<file path="config.mk">
export PLATFORM = sky130hd
export DESIGN_NAME = seq_bin2bcd
export DESIGN_NICKNAME = d
export VERILOG_FILES = /design/src/rtl/seq_bin2bcd_pkg.sv /design/src/rtl/bcd_digit_adj.sv /design/src/rtl/seq_bin2bcd.sv
export SDC_FILE = /design/constraint.sdc
export NUM_CORES = 1
export LEC_CHECK = 0
export CORE_MARGIN = 5
export CORE_UTILIZATION = 55
export CTS_CLUSTER_SIZE = 16
export DETAILED_ROUTE_END_ITERATION = 16
export PLACE_DENSITY = 0.8
export SLEW_MARGIN = 10
export SYNTH_ARGS = -nofsm -noshare
export SYNTH_HDL_FRONTEND = slang
export SYNTH_HIERARCHICAL = 1
export SYNTH_SLANG_ARGS = --single-unit
</file>
<file path="constraint.sdc">
create_clock -name clk -period 3 [get_ports clk]
set_input_delay 0.45 -clock clk [delete_from_list [all_inputs] [get_ports clk]]
set_output_delay 0.45 -clock clk [all_outputs]
set_load 0.01 [all_outputs]
</file>
<file path="src/rtl/seq_bin2bcd_pkg.sv">
// Shared definitions for the product-to-BCD path: controller states, default
// widths and the double-dabble digit adjust constants.
package seq_bin2bcd_pkg;

    typedef enum logic [1:0] {
        IDLE  = 2'd0,
        SHIFT = 2'd1,
        DONE  = 2'd2
    } state_t;

    localparam int N_DEF = 11;
    localparam int D_DEF = 4;

    localparam logic [3:0] ADJ_THRESH = 4'd5;
    localparam logic [3:0] ADJ_INC    = 4'd3;

endpackage

</file>
<file path="src/rtl/bcd_digit_adj.sv">
// One double-dabble digit correction: a digit of 5 or more is bumped by 3 so
// that the following left shift carries correctly into the next decade.
module bcd_digit_adj
    import seq_bin2bcd_pkg::*;
(
    input  logic [3:0] d_i,
    output logic [3:0] d_o
);

    assign d_o = (d_i >= ADJ_THRESH) ? (d_i + ADJ_INC) : d_i;

endmodule

</file>
<file path="src/rtl/seq_bin2bcd.sv">
// Sequential binary-to-BCD converter (shift-and-add-3), one input bit per clock.
// Sits after the product register; bcd/done feed the 7-segment decoders.
module seq_bin2bcd
    import seq_bin2bcd_pkg::*;
#(
    parameter int N = N_DEF,
    parameter int D = D_DEF
) (
    input  logic           clk,
    input  logic           rst,
    input  logic           start,
    input  logic [N-1:0]   bin,
    output logic [4*D-1:0] bcd,
    output logic           busy,
    output logic           done
);

    localparam int             CW   = $clog2(N + 1);
    localparam int             W    = 4 * D + N;
    localparam logic [CW-1:0]  LAST = CW'(N - 1);

    state_t         state_q, state_d;
    logic [N-1:0]   sr_q, sr_d;
    logic [4*D-1:0] scr_q, scr_d;
    logic [CW-1:0]  cnt_q, cnt_d;
    logic [4*D-1:0] bcd_q, bcd_d;
    logic           busy_q, busy_d;
    logic           done_q, done_d;

    logic [4*D-1:0] adj;
    logic [W-1:0]   shifted;

    for (genvar k = 0; k < D; k++) begin : g_adj
        bcd_digit_adj u_adj (
            .d_i (scr_q[4*k +: 4]),
            .d_o (adj[4*k +: 4])
        );
    end

    // Correct first, then shift the combined scratch:binary register by one.
    assign shifted = {adj, sr_q} << 1;

    always_ff @(posedge clk or negedge rst) begin
        if (!rst) begin
            state_q <= IDLE;
            sr_q    <= '0;
            scr_q   <= '0;
            cnt_q   <= '0;
            bcd_q   <= '0;
            busy_q  <= 1'b0;
            done_q  <= 1'b0;
        end else begin
            state_q <= state_d;
            sr_q    <= sr_d;
            scr_q   <= scr_d;
            cnt_q   <= cnt_d;
            bcd_q   <= bcd_d;
            busy_q  <= busy_d;
            done_q  <= done_d;
        end
    end

    always_comb begin
        state_d = state_q;
        sr_d    = sr_q;
        scr_d   = scr_q;
        cnt_d   = cnt_q;
        bcd_d   = bcd_q;
        busy_d  = busy_q;
        done_d  = 1'b0;

        case (state_q)
            IDLE, DONE: begin
                if (start) begin
                    sr_d    = bin;
                    scr_d   = '0;
                    cnt_d   = '0;
                    busy_d  = 1'b1;
                    state_d = SHIFT;
                end else begin
                    busy_d  = 1'b0;
                    state_d = IDLE;
                end
            end
            SHIFT: begin
                scr_d = shifted[W-1 -: 4*D];
                sr_d  = shifted[N-1:0];
                cnt_d = cnt_q + CW'(1);
                // Last bit shifted in: the scratch now holds the final digits.
                if (cnt_q == LAST) begin
                    bcd_d   = shifted[W-1 -: 4*D];
                    done_d  = 1'b1;
                    busy_d  = 1'b0;
                    state_d = DONE;
                end
            end
            default: begin
                busy_d  = 1'b0;
                state_d = IDLE;
            end
        endcase
    end

    assign bcd  = bcd_q;
    assign busy = busy_q;
    assign done = done_q;

endmodule

</file>
==> flow_summary.yaml <==
grt:
  antenna_found_initial: 0
  grt_pass1_wl_um: 7430
  grt_pass1_vias: 1591
  grt_use_total: 0.158
  grt_start_max_net_pins: 30
  grt_busiest_layer: "met2"
  use_met3: 0.0449
  grt_util_met2: 0.256
  grt-ovfl-total: 0
  met1_usage: 0.203
detailed_routing:
  detail_route.wl_per_cell_um: 14.9
  drt_iter0_drc: 95
  via_count: 1623
  drtAntennaViolNets: 0
  via_per_inst: 5.56
  routed_wl_um: 4360
  drtPass1Iterations: 4
  drc: 0
floorplan:
  rows: 24
  io_pins: 32
  start_util: 0.558
  die_area_um2: 5780
  core_area_um2: 4290
  die_w_um: 76.0
  die_h_um: 76.0
power_and_ir_drop:
  p_int_mw: 1.92
  comb_power_share: 0.458
  peakVddDrop_v: 0.000561
  power_density_nw_per_um2: 1080
  p_leak_nw: 1.36
  power_mw: 3.07
  clkPwrFrac: 0.139
  switchingPower_mw: 1.14
  switching_share: 0.373
  seqPwrFrac: 0.403
worst_setup_path:
  cp-end-kind: "flop"
  worstSetupPathType: "input port to flop"
  critPathRequiredTime_ns: 3.19
  reg2regPathDepth: 3
  cp.arrival_ns: 2.13
  start_kind: "input port"
  worstPathMaxFanout: 18
sta:
  hold_slack_ns: 0.152
  finalCritPeriodShare: 0.646
  final.setup_skew_ns: 0.00560
  fmax_ghz: 0.516
  hold_viol_final: 0
  finalSetupViolations: 0
  rsz0062_at_grt: "no"
  relSlewSlack: 0.386
  slew_viol_final: 0
  tns_ns: 0
  fin_crit_ns: 1.94
  tightest_slew_ns: 0.918
  fin_ws_ns: 1.06
cells_and_area:
  ff_latch_area_um2: 1280
  final_cell_mix: "dfrtp_1, nand2_1, clkdlybuf4s50_1"
  multi_input_comb_area_um2: 1030
  final_layout_size_suffix_gt1_frac: 0.104
  syn2layout_area_growth_pct: 18.1
  n_antenna_cell: 0
  final_util: 0.659
  final_nets: 263
  nFillCells: 361
  fin_area_um2: 2830
  stdcell_count: 292
  mostFrequentLayoutCell: "dfrtp_1"
placement:
  pre_cts_slack_ns: 0.740
  gp_congestion: 0.785
  dp.cells: 284
  dp.final_hpwl_um: 3090
  dpl_cell_area_um2: 2730
  io_buffers: 31
worst_hold_path:
  hp-class: "input port to async pin"
synth:
  synth_area_um2: 2400
  synth_cells: 207
  avgSynthCellArea_um2: 11.6
  syn_nets: 231
  yosys_warnings: 6
status:
  status: "finished clean"
clocking:
  cts_max_level: 2
  clock_latency_ns: 0.31
  cts_buffer_depth: 2
  cts_buffers: 5
  clkTransAtPathRegs_ns: 0.09
  clockRootBuffer: "clkbuf_8"
  cts_tree: "built"
  clock-sinks: 51
  hold_buffers: 0
  ctsResizeCount: 0
  post_cts_buffers: 0
run:
  drv_cap: 0
-- worst max-delay path: stages --
cell             delay, ns
clkdlybuf4s50_1       0.47
nor2b_1               0.73
nor2_4                0.22
a22o_1                0.26
-- layer usage --
layer	share of wire	vias to the layer above
met4	0.015	0
li1	-	785
met1	0.45	794
met3	0.058	6
met5	0	-
met2	0.48	38
-- state kept, by name, summed over array words and instances (netlist names) --
register  count
bcd          16
scr_q        16
sr_q         11
cnt_q         4
state_q       2
busy          1
done          1
-- final timing paths --
kind                       startpoint       end  slack [ns]
max                             start  scr_q[3]        1.06
min                               rst   bcd[11]        0.15
max reg2reg                state_q[1]    bcd[9]        1.24
min reg2reg                   bcd[12]   bcd[12]        0.49
max in group asynchronous         rst    bcd[2]        2.23
min in group clk              bcd[12]   bcd[12]        0.49
-- power groups by stage --
stage          sequential (mW)  clock, mW  combinational, mW
4_1_cts                   1.23      0.434               1.43
2_1_floorplan             1.24          0              0.978
5_1_grt                   1.28      0.464               1.57
6_report                  1.24      0.426               1.41
3_3_place_gp              1.23          0               1.36
3_5_place_dp              1.24          0               1.43
-- cell type report --
type | instances | share of cell area
Sequential cell | 51 | 0.451
Multi-Input combinational cell | 138 | 0.363
Timing Repair Buffer | 34 | 0.116
Clock buffer | 8 | 0.0354
Tap cell | 52 | 0.0230
Inverter | 9 | 0.0119
Note: power is estimated with default switching activity, not from simulation.
==> RTL edit (same settings) <==
`sr_q` no longer has a reset.
--- a/src/rtl/seq_bin2bcd.sv
+++ b/src/rtl/seq_bin2bcd.sv
@@ -43,7 +43,6 @@
     always_ff @(posedge clk or negedge rst) begin
         if (!rst) begin
             state_q <= IDLE;
-            sr_q    <= '0;
             scr_q   <= '0;
             cnt_q   <= '0;
             bcd_q   <= '0;
@@ -51,13 +50,16 @@
             done_q  <= 1'b0;
         end else begin
             state_q <= state_d;
-            sr_q    <= sr_d;
             scr_q   <= scr_d;
             cnt_q   <= cnt_d;
             bcd_q   <= bcd_d;
             busy_q  <= busy_d;
             done_q  <= done_d;
         end
+    end
+
+    always_ff @(posedge clk) begin
+        sr_q <= sr_d;
     end
 
     always_comb begin
Behaviour: same outputs for any inputs over 10 cycles, from zero or initial values and one cycle with rst low; that may be too few to reach the edited logic, so the function may still have changed.
==> RTL edit against the original RTL <==
- first-iteration DRC count is 25% lower
- setup slack better by 0.037 ns
- power is 0.96% higher
- non-clock buffer count is 2 lower
- routed wire length is 7.5% lower
- critical endpoint is now sr_q[1]
- sequential cell count stayed put
- hold slack better by 0.098 ns
- sequential share of layout area is 2.2 points higher
- register-to-register slack worse by 0.14 ns
- die area stayed put
- area after synthesis stayed put
- design area is 0.62% lower
- clock skew hardly changed
==> RTL edit: results (changes against the original RTL) <==
[place]
routabilityCongestion=0.7509  ; -4.3%
dp_cells=282  ; -0.70%
place_area_mm2=0.002711  ; -0.64%

[detailed_routing]
wirelength_mm=4.034  ; -7.5%
drt_iter0_drc=71  ; -25%
wl_per_cell_um=13.91  ; -6.9%
route.met3.wl_um=153  ; -40%
via_per_inst=5.266  ; -5.3%

[finish]
drive_above_1_share=0.1303  ; +0.02609
fin_nets=261  ; -0.76%

[sta]
hold_slack_ns=0.2500  ; +0.09778 ns
clock_skew_ns=0.005184  ; -0.0004152 ns
relSlewSlack=0.4377  ; +0.05119

[synthesis]
syn_nets=230  ; -0.43%

[global_routing]
grt_max_degree=41  ; +37%
gr-usage-all-layers=0.1461  ; -0.01192
grt_pass1_wl_mm=6.920  ; -6.9%

[setup_path]
r2r_end=sr_q[1]
cpPeakStageDelay_ns=0.47  ; -0.26 ns
cpMaxStageDelayCell=nand2b_1
worstPathArrival_ns=1.86  ; -0.27 ns
rrSetupSlack_ns=1.10  ; -0.14 ns

[status]
status=completed

[power]
pg_seq_mw=1.29  ; +4%
seq_power_share=0.417  ; +0.014

-- RTL edit: worst max path at each step --
stage               startpoint  endpoint  cells past startpoint
finish              state_q[1]   sr_q[1]                      3
global route        state_q[1]   sr_q[0]                      3
CTS                 state_q[1]   sr_q[2]                      3
detailed placement       start   sr_q[2]                      4
global placement         start   sr_q[4]                      4
floorplan           state_q[1]   sr_q[0]                      6
-- RTL edit: worst register-to-register path, delay by kind of cell (launching register included) --
family | cells | cell delay (ns)
simple gates | 2 | 0.86
flops | 1 | 0.37
buf+inv | 1 | 0.33
-- RTL edit: area by class of cell --
type / instances / area [um2]
Fill cell: 347 / 1483
Tap cell: 52 / 65.06
Sequential cell: 51 / 1331
Multi-Input combinational cell: 137 / 964.7
Timing Repair Buffer: 32 / 312.8
Inverter: 10 / 37.54
Clock buffer: 8 / 100.1
-- RTL edit: metal layers --
metal,GRT usage,vias to the layer above
li1,-,761
met1,0.1877,735
met2,0.2372,25
met3,0.03783,6
met4,0.05338,0
met5,0,-
